<file path="src/rtl/simple_latch_pkg.sv">
// simple_latch_pkg
// Shared definitions for the latch reader slice: default sizing, the
// capture-entry layout and a helper that gives the stored entry width.
//
// Optional feature macro: SIMPLE_LATCH_READER_TIMESTAMP_EN
//   When defined, every captured entry also carries a cycle timestamp.
package simple_latch_pkg;

  localparam int DEFAULT_WIDTH = 8;
  localparam int DEFAULT_DEPTH = 4;

`ifdef SIMPLE_LATCH_READER_TIMESTAMP_EN
  localparam int DEFAULT_TS_W = 16;

  // One FIFO entry at default sizing: captured value plus capture-cycle stamp.
  typedef struct packed {
    logic [DEFAULT_WIDTH-1:0] data;
    logic [DEFAULT_TS_W-1:0]  ts;
  } entry_t;
`else
  // One FIFO entry at default sizing: captured value only.
  typedef struct packed {
    logic [DEFAULT_WIDTH-1:0] data;
  } entry_t;
`endif

  // Width of one stored entry for arbitrary sizing (ts_w = 0 when no stamp).
  function automatic int entry_width(input int width, input int ts_w);
    return width + ts_w;
  endfunction

endpackage

</file>
<file path="src/rtl/simple_latch_fifo_mem.sv">
// simple_latch_fifo_mem
// DEPTH x ENTRY_W register array used as FIFO storage. One synchronous
// write port and one asynchronous read port, so the FIFO head can be
// presented first-word-fall-through. Contents clear on reset so the head
// reads as zero until something is written.
//
// Ports:
//   clock    in   system clock, rising edge
//   reset    in   synchronous, active-high; clears every entry
//   wr_en    in   write wr_data at wr_addr on this edge
//   wr_addr  in   ADDR_W write address
//   wr_data  in   ENTRY_W write data
//   rd_addr  in   ADDR_W read address
//   rd_data  out  ENTRY_W entry at rd_addr (combinational)
module simple_latch_fifo_mem #(
  parameter int DEPTH   = 4,
  parameter int ENTRY_W = 8,
  parameter int ADDR_W  = 2
) (
  input  logic               clock,
  input  logic               reset,
  input  logic               wr_en,
  input  logic [ADDR_W-1:0]  wr_addr,
  input  logic [ENTRY_W-1:0] wr_data,
  input  logic [ADDR_W-1:0]  rd_addr,
  output logic [ENTRY_W-1:0] rd_data
);

  logic [ENTRY_W-1:0] mem_reg [DEPTH];
  logic [DEPTH-1:0]   wr_sel;

  // One-hot write select, one bit per entry.
  generate
    for (genvar gi = 0; gi < DEPTH; gi++) begin : g_wr_sel
      assign wr_sel[gi] = wr_en && (wr_addr == ADDR_W'(gi));
    end
  endgenerate

  always_ff @(posedge clock) begin
    for (int i = 0; i < DEPTH; i++) begin
      if (reset) begin
        mem_reg[i] <= '0;
      end else if (wr_sel[i]) begin
        mem_reg[i] <= wr_data;
      end
    end
  end

  assign rd_data = mem_reg[rd_addr];

endmodule

</file>
<file path="src/rtl/simple_latch_reader.sv">
// simple_latch_reader
// Samples a latch output every enabled cycle, captures each new value
// (change detection) into a small FIFO and presents captured values to a
// downstream consumer over a valid/ready stream, first-word-fall-through.
//
// Optional feature macro: SIMPLE_LATCH_READER_TIMESTAMP_EN
//   Adds parameter TS_W and output out_ts: a free-running cycle counter value
//   stored with each capture and presented alongside out_data.
//
// Ports:
//   clock      in   system clock, rising edge
//   reset      in   synchronous, active-high reset
//   enable     in   sampling enable; no captures while low
//   latch_q    in   WIDTH value of the latch being read
//   out_valid  out  FIFO non-empty; out_data valid
//   out_ready  in   consumer accepts out_data this cycle
//   out_data   out  WIDTH oldest captured value
//   count      out  PTR_W+1 FIFO occupancy, 0..DEPTH
//   out_ts     out  TS_W capture stamp of out_data (macro builds only)
//   overflow   out  sticky; a capture was dropped because the FIFO was full
module simple_latch_reader
  import simple_latch_pkg::*;
#(
  parameter int WIDTH = DEFAULT_WIDTH,
  parameter int DEPTH = DEFAULT_DEPTH,
`ifdef SIMPLE_LATCH_READER_TIMESTAMP_EN
  parameter int TS_W  = DEFAULT_TS_W,
`endif
  localparam int PTR_W = $clog2(DEPTH)
) (
  input  logic             clock,
  input  logic             reset,
  input  logic             enable,
  input  logic [WIDTH-1:0] latch_q,
  output logic             out_valid,
  input  logic             out_ready,
  output logic [WIDTH-1:0] out_data,
  output logic [PTR_W:0]   count,
`ifdef SIMPLE_LATCH_READER_TIMESTAMP_EN
  output logic [TS_W-1:0]  out_ts,
`endif
  output logic             overflow
);

`ifdef SIMPLE_LATCH_READER_TIMESTAMP_EN
  localparam int ENTRY_W = entry_width(WIDTH, TS_W);
`else
  localparam int ENTRY_W = entry_width(WIDTH, 0);
`endif

  logic [PTR_W-1:0]   rd_ptr_reg;
  logic [PTR_W-1:0]   wr_ptr_reg;
  logic [PTR_W:0]     count_reg;
  logic [PTR_W:0]     count_next;
  logic [WIDTH-1:0]   last_val_reg;
  logic               primed_reg;
  logic               overflow_reg;

  logic               full;
  logic               capture;
  logic               push;
  logic               pop;
  logic [ENTRY_W-1:0] wr_entry;
  logic [ENTRY_W-1:0] rd_entry;

  assign full      = (count_reg == (PTR_W+1)'(DEPTH));
  assign out_valid = (count_reg != '0);
  assign pop       = out_valid && out_ready;

  // A fresh enable window always captures its first sample, even if unchanged.
  assign capture   = enable && (!primed_reg || (latch_q != last_val_reg));

  // A same-edge pop frees a slot, so a capture into a full FIFO still lands.
  assign push      = capture && (!full || pop);

  always_comb begin
    count_next = count_reg;
    case ({push, pop})
      2'b10:   count_next = count_reg + (PTR_W+1)'(1);
      2'b01:   count_next = count_reg - (PTR_W+1)'(1);
      default: count_next = count_reg;
    endcase
  end

  always_ff @(posedge clock) begin
    if (reset) begin
      rd_ptr_reg   <= '0;
      wr_ptr_reg   <= '0;
      count_reg    <= '0;
      last_val_reg <= '0;
      primed_reg   <= 1'b0;
      overflow_reg <= 1'b0;
    end else begin
      count_reg <= count_next;
      // DEPTH is a power of two, so pointers wrap naturally.
      if (push) begin
        wr_ptr_reg <= wr_ptr_reg + PTR_W'(1);
      end
      if (pop) begin
        rd_ptr_reg <= rd_ptr_reg + PTR_W'(1);
      end
      // last_val follows every capture, including a dropped one, so a value
      // lost to overflow is not picked up again on the next cycle.
      if (capture) begin
        last_val_reg <= latch_q;
      end
      // While enabled, either primed was already set or this edge captures.
      primed_reg <= enable;
      if (capture && !push) begin
        overflow_reg <= 1'b1;
      end
    end
  end

`ifdef SIMPLE_LATCH_READER_TIMESTAMP_EN
  logic [TS_W-1:0] ts_reg;

  always_ff @(posedge clock) begin
    if (reset) begin
      ts_reg <= '0;
    end else begin
      ts_reg <= ts_reg + TS_W'(1);
    end
  end

  assign wr_entry = {latch_q, ts_reg};
  assign out_data = rd_entry[ENTRY_W-1 -: WIDTH];
  assign out_ts   = rd_entry[TS_W-1:0];
`else
  assign wr_entry = latch_q;
  assign out_data = rd_entry;
`endif

  assign count    = count_reg;
  assign overflow = overflow_reg;

  simple_latch_fifo_mem #(
    .DEPTH   (DEPTH),
    .ENTRY_W (ENTRY_W),
    .ADDR_W  (PTR_W)
  ) u_mem (
    .clock   (clock),
    .reset   (reset),
    .wr_en   (push),
    .wr_addr (wr_ptr_reg),
    .wr_data (wr_entry),
    .rd_addr (rd_ptr_reg),
    .rd_data (rd_entry)
  );

endmodule
</file>
<file path="config.mk">
export PLATFORM = sky130hd
export DESIGN_NAME = simple_latch_reader
export DESIGN_NICKNAME = d
export VERILOG_FILES = /design/src/rtl/simple_latch_pkg.sv /design/src/rtl/simple_latch_fifo_mem.sv /design/src/rtl/simple_latch_reader.sv
export SDC_FILE = /design/constraint.sdc
export NUM_CORES = 1
export LEC_CHECK = 0
export CAP_MARGIN = 20
export CORE_ASPECT_RATIO = 1.75
export CORE_MARGIN = 1
export CORE_UTILIZATION = 59
export DETAILED_ROUTE_END_ITERATION = 10
export HOLD_SLACK_MARGIN = 0.06
export PLACE_DENSITY_LB_ADDON = 0.3
export SYNTH_ARGS = -nofsm -noshare
export SYNTH_HDL_FRONTEND = slang
export SYNTH_HIERARCHICAL = 1
export SYNTH_SLANG_ARGS = --single-unit
</file>
<file path="constraint.sdc">
create_clock -name clock -period 4.15 [get_ports clock]
set_input_delay 0.83 -clock clock [delete_from_list [all_inputs] [get_ports clock]]
set_output_delay 0.83 -clock clock [all_outputs]
set_load 0.01 [all_outputs]
</file>
==> results of run 1 <==
critical path: stages:
cell             delay, ns
clkdlybuf4s50_1       0.79
o31ai_4               0.22
nor2_1                0.14
buf_4                 0.17
inv_1                 0.09
o21bai_1              0.62
metrics by stage:
stage	std cells	instance area [um2]	worst slack [ns]	power (mW)	hold slack, ns
finish	250	2590	1.21	1.26	0.493
global route	250	2590	0.989	1.32	0.516
CTS	250	2590	1.17	1.27	0.487
detailed placement	242	2510	0.876	1.01	0.477
global placement	242	2510	0.976	0.997	0.436
floorplan	180	2250	1.70	0.868	0.470
power breakdown:
group | switching (mW) | internal [mW]
combinational | 0.140 | 0.213
clock | 0.146 | 0.114
sequential | 0.0673 | 0.575
total | 0.353 | 0.903
cell families after synthesis:
kind of cell	Yosys count	synth area share (%)
AND/OR/NAND/NOR	78	17.0
AO/OA/AOI/OAI	7	2.89
adder cells (fa/ha/maj)	1	0.889
multiplexers	23	14.9
XOR/XNOR	10	3.89
buffers and inverters	12	2.67
flip-flops	49	57.8
cell usage after synthesis (2+ instances only):
| cell | number |
|---|---|
| nor2_1 | 48 |
| mux4_2 | 8 |
| nand3b_1 | 8 |
| edfxtp_1 | 32 |
| inv_1 | 2 |
| mux2_1 | 4 |
| clkbuf_1 | 3 |
| mux2i_1 | 11 |
| xnor2_1 | 9 |
| nand2_1 | 2 |
| nand2b_1 | 5 |
| nor2b_1 | 6 |
| o21bai_1 | 4 |
| buf_2 | 5 |
| dfxtp_1 | 17 |
| and2_1 | 2 |
per-layer routing:
layer | up-vias | share of wire (%) | routed length, um
li1 | 671 | - | -
met1 | 680 | 37 | 1460
met2 | 31 | 59 | 2330
met3 | 5 | 2.5 | 97
met4 | 0 | 1.7 | 69
met5 | - | 0 | 0
area by class of cell:
cell class / count / area, um2 / area share (%)
clock inverter: 3 / 12.5 / 0.483
timing repair buffer: 26 / 255 / 9.85
clock buffer: 5 / 68.8 / 2.65
tap: 46 / 57.6 / 2.22
inverter: 2 / 7.51 / 0.290
multi-input combinational: 119 / 890 / 34.3
sequential: 49 / 1300 / 50.2
how the worst max path moves through the flow:
stage | slack, ns | from | depth (start not counted) | endpoint
2_1_floorplan | 1.70 | enable | 6 | u_mem/mem_reg[0][0]
3_3_place_gp | 0.98 | enable | 6 | u_mem/mem_reg[1][5]
3_5_place_dp | 0.88 | enable | 6 | u_mem/mem_reg[1][3]
4_1_cts | 1.17 | rd_ptr_reg[0] | 2 | out_data[3]
5_1_grt | 0.99 | enable | 6 | u_mem/mem_reg[2][5]
6_report | 1.21 | enable | 6 | u_mem/mem_reg[2][6]
==> impl_metrics.env, run 1 <==
export IMPL_diodes=0
export IMPL_synth_cells=180
export IMPL_yosys_register_bits=49
export IMPL_row_count=29
export IMPL_worst_slew_margin_rel_pct=49.4
export IMPL_post_cts_buffers=0
export IMPL_path_class="in2reg"
export IMPL_drive_gt1_share_pct=9.80
export IMPL_synth_flop_cell="edfxtp_1"
export IMPL_cts_buffers=5
export IMPL_hold_end="overflow"
export IMPL_layout_commonest_cell="nor2_1"
export IMPL_cts_htree_levels=2
export IMPL_gp_congestion=0.805
export IMPL_cp_start_kind="primary input"
export IMPL_fillers=274
export IMPL_async_flop_share_pct=0
export IMPL_grt_total_usage_pct=22.2
export IMPL_grt_pass1_wl_mm=6.73
export IMPL_area_growth_pct=15.2
export IMPL_fp_dieArea_mm2=0.00408
export IMPL_setup_violations=0
export IMPL_synth_edf_count=32
export IMPL_use_met1_pct=23.1
export IMPL_yosysWarnings=6
export IMPL_yosysSeqAreaShare_pct=57.8
export IMPL_grt_busiest_layer="met2"
export IMPL_via_count=1387
export IMPL_setup_tns_ns=0
export IMPL_largest_reg_flops=32
export IMPL_cts_buffer_depth=2
export IMPL_insertion_delay_ns=0.30
export IMPL_cts_resized_gates=0
export IMPL_grt_pass1_vias=1442
export IMPL_routedWlPerCell_um=15.8
export IMPL_syn_area_per_cell_um2=12.5
export IMPL_hold_path_depth=2
export IMPL_skew_ns=0.00585
export IMPL_clockRootBuffer="clkbuf_8"
export IMPL_timing_rr_start="count[0]"
export IMPL_r2r_end="count[2]"
export IMPL_drc=0
export IMPL_hp_start="overflow"
export IMPL_dr_pass1_iters=5
export IMPL_cap_viol_max_count=0
export IMPL_finalCriticalPeriod_ns=2.94
export IMPL_p_per_area_mw_per_mm2=484
export IMPL_vias_per_cell=5.55
export IMPL_netlist_top_cell_by_area="edfxtp_1"
export IMPL_required_ns=4.08
export IMPL_rsz0062_at_grt="no"
export IMPL_leakage_nw=0.932
export IMPL_hold_viol=0
export IMPL_reg2reg_depth=6
export IMPL_drtIter0Drc=38
export IMPL_reg2reg_slack_ns=2.03
export IMPL_ioPinCount=25
export IMPL_clkTransAtPathRegs_ns=0.08
export IMPL_wl_mm=3.96
export IMPL_ctsHoldBuffers=0
export IMPL_critical_path_peak_fanout=10
export IMPL_start_util_pct=62.0
export IMPL_synth_area_mm2=0.00225
export IMPL_worst_setup_path_end_kind="flip-flop"
export IMPL_port_buffer_count=24
export IMPL_grt_use_met3_pct=2.91
export IMPL_core_area_mm2=0.00363
export IMPL_grt_max_degree=24
export IMPL_final_max_slew_violation_count=0
export IMPL_critPathArrivalTime_ns=2.87
export IMPL_hold_class="reg2reg"
export IMPL_yosysTopAreaCellShare_pct=42.7
export IMPL_antenna_found_initial=0
export IMPL_cts_sinks=49
export IMPL_final_util_pct=71.4
export IMPL_worst_pin_slew_ns=0.757
export IMPL_synth_area_top_cells="edfxtp_1, dfxtp_1, mux4_2"
export IMPL_nets=216
export IMPL_dpl_hpwl_mm=3.09
export IMPL_ant_nets=0
export IMPL_die_y_um=83.7
export IMPL_cts_tree="built"
export IMPL_outcome="finished, final reports clean"
export IMPL_ys_types=30
export IMPL_final_cell_mix="nor2_1, edfxtp_1, clkdlybuf4s50_1"
export IMPL_die_w_um=48.7
export IMPL_syn_nets=193
export IMPL_period_share_pct=70.8
export IMPL_vdd_drop_max_mv=0.419
export IMPL_max_freq_mhz=340
export IMPL_use_met2_pct=43.1
export IMPL_overflow=0
No activity file was read; power rests on OpenSTA's default activity.
==> run 2, diff against run 1 <==
CORE_UTILIZATION = 55   (was 59)
clock period = 2.8 ns   (was 4.15 ns; I/O delays follow)
==> run 2 against run 1 <==
Global-route usage fell by 1.1 points. Sequential power rose by 42%. Setup slack got worse by 0.87 ns. Non-clock buffer count rose by 6. Critical path type unchanged. Largest cell class unchanged.
==> impl_metrics.env, run 2 (synthesis results as in run 1) <==
export IMPL_outcome="finished, final reports clean"
export IMPL_cts_buffers=5
export IMPL_path_class="in2reg"
export IMPL_wl_mm=4.00
export IMPL_cts_tree="built"
export IMPL_placed_cells=250
export IMPL_reg2reg_slack_ns=0.66
export IMPL_post_cts_buffers=0
export IMPL_ctsHoldBuffers=0
export IMPL_drtIter0Drc=40
export IMPL_setup_violations=0
export IMPL_p_per_area_mw_per_mm2=714
export IMPL_final_cells=258
export IMPL_final_max_slew_violation_count=0
export IMPL_final_cell_mix="nor2_1, edfxtp_1, clkdlybuf4s50_1"
export IMPL_gp_congestion=0.785
export IMPL_vdd_drop_max_mv=0.531
export IMPL_p_seq_share_pct=48.3
export IMPL_skew_ns=0.00801
export IMPL_period_share_pct=87.9
export IMPL_fp_dieArea_mm2=0.00436
export IMPL_grt_total_usage_pct=21.2
export IMPL_leakage_nw=0.956
export IMPL_overflow=0
export IMPL_port_buffer_count=24
export IMPL_timing_rr_start="count[0]"
export IMPL_hold_class="reg2reg"
export IMPL_hold_viol=0
export IMPL_clockRootBuffer="clkbuf_8"
export IMPL_dpl_hpwl_mm=3.17
export IMPL_diodes=0
export IMPL_area_growth_pct=17.6
export IMPL_reg2reg_depth=6
export IMPL_grt_pass1_wl_mm=6.67
export IMPL_worst_slew_margin_rel_pct=42.3
export IMPL_cts_buffer_depth=2
export IMPL_drc=0
export IMPL_clkTransAtPathRegs_ns=0.09
export IMPL_critPathArrivalTime_ns=2.38
export IMPL_cts_htree_levels=2
export IMPL_layout_commonest_cell="nor2_1"
export IMPL_worst_pin_slew_ns=0.863
export IMPL_hp_start="overflow"
export IMPL_ioPinCount=25
export IMPL_ant_nets=0
export IMPL_antenna_found_initial=0
export IMPL_die_w_um=50.4
export IMPL_required_ns=2.72
export IMPL_row_count=30
export IMPL_p_clk_share_pct=20.9
export IMPL_die_y_um=86.6
export IMPL_worst_setup_path_end_kind="flip-flop"
export IMPL_cts_sinks=49
export IMPL_nets=222
export IMPL_routedWlPerCell_um=15.5
export IMPL_largest_reg_flops=32
export IMPL_hold_end="overflow"
export IMPL_power_frac_comb_pct=30.9
export IMPL_critical_path_peak_fanout=8
export IMPL_via_count=1415
export IMPL_finalCriticalPeriod_ns=2.46
export IMPL_rsz0062_at_grt="no"
export IMPL_core_area_mm2=0.00390
export IMPL_p_sw_share_pct=28.1
export IMPL_cap_viol_max_count=0
export IMPL_r2r_end="count[2]"
export IMPL_cts_resized_gates=0
export IMPL_start_util_pct=57.7
export IMPL_power_switching_mw=0.530
export IMPL_hold_path_depth=2
export IMPL_grt_max_degree=31
export IMPL_dr_pass1_iters=4
export IMPL_vias_per_cell=5.48
export IMPL_insertion_delay_ns=0.30
export IMPL_cp_start_kind="primary input"
export IMPL_grt_pass1_vias=1420
export IMPL_drive_gt1_share_pct=12.9
export IMPL_max_freq_mhz=407
export IMPL_p_int_mw=1.36
export IMPL_setup_tns_ns=0
==> run 2: how the worst max path moves through the flow <==
stage / startpoint / endpoint / depth (start not counted)
detailed placement: latch_q[1] / count[2] / 9
global placement: latch_q[5] / count[2] / 9
global route: latch_q[1] / count[2] / 9
floorplan: enable / u_mem/mem_reg[0][0] / 6
CTS: rd_ptr_reg[0] / out_data[2] / 3
finish: latch_q[5] / u_mem/mem_reg[2][0] / 7
==> run 2: layout make-up <==
cell class	instances	area, um2
tap	48	60.1
clock inverter	2	15.0
clock buffer	6	72.6
inverter	2	7.51
fill	299	1260
timing repair buffer	32	300
multi-input combinational	119	890
sequential	49	1300
==> run 2: power groups by stage <==
stage / logic (mW) / registers, mW / clock network [mW]
after detailed placement: 0.589 / 0.930 / 0
after global placement: 0.574 / 0.925 / 0
after CTS: 0.593 / 0.914 / 0.407
final: 0.583 / 0.912 / 0.395
after floorplan: 0.368 / 0.919 / 0
after global routing: 0.625 / 0.926 / 0.430
==> run 2: per-stage QoR <==
stage / cell area [um2] / hold slack, ns / total power [mW] / setup slack, ns / util, %
global placement: 2560 / 0.439 / 1.50 / 0.102 / 65.5
floorplan: 2250 / 0.470 / 1.29 / 0.623 / -
detailed placement: 2560 / 0.460 / 1.52 / 0.0328 / 65.5
finish: 2650 / 0.468 / 1.89 / 0.340 / 67.8
CTS: 2650 / 0.476 / 1.92 / 0.343 / 67.8
global route: 2650 / 0.512 / 1.98 / 0.266 / 67.8
==> run 2: worst max-delay path: stages <==
cell	delay (ns)
clkdlybuf4s50_1	0.47
xnor2_1	0.15
nand3_1	0.13
o31ai_4	0.10
nor2_1	0.16
inv_1	0.10
o21bai_1	0.70
==> run 2: metal layers <==
metal | GRT usage [%] | share of wire (%) | vias to the layer above
met2 | 40.4 | 59 | 30
met1 | 20.5 | 36 | 692
met4 | 12.4 | 2.8 | 0
met5 | 0 | 0 | -
li1 | - | - | 684
met3 | 3.33 | 2.8 | 9
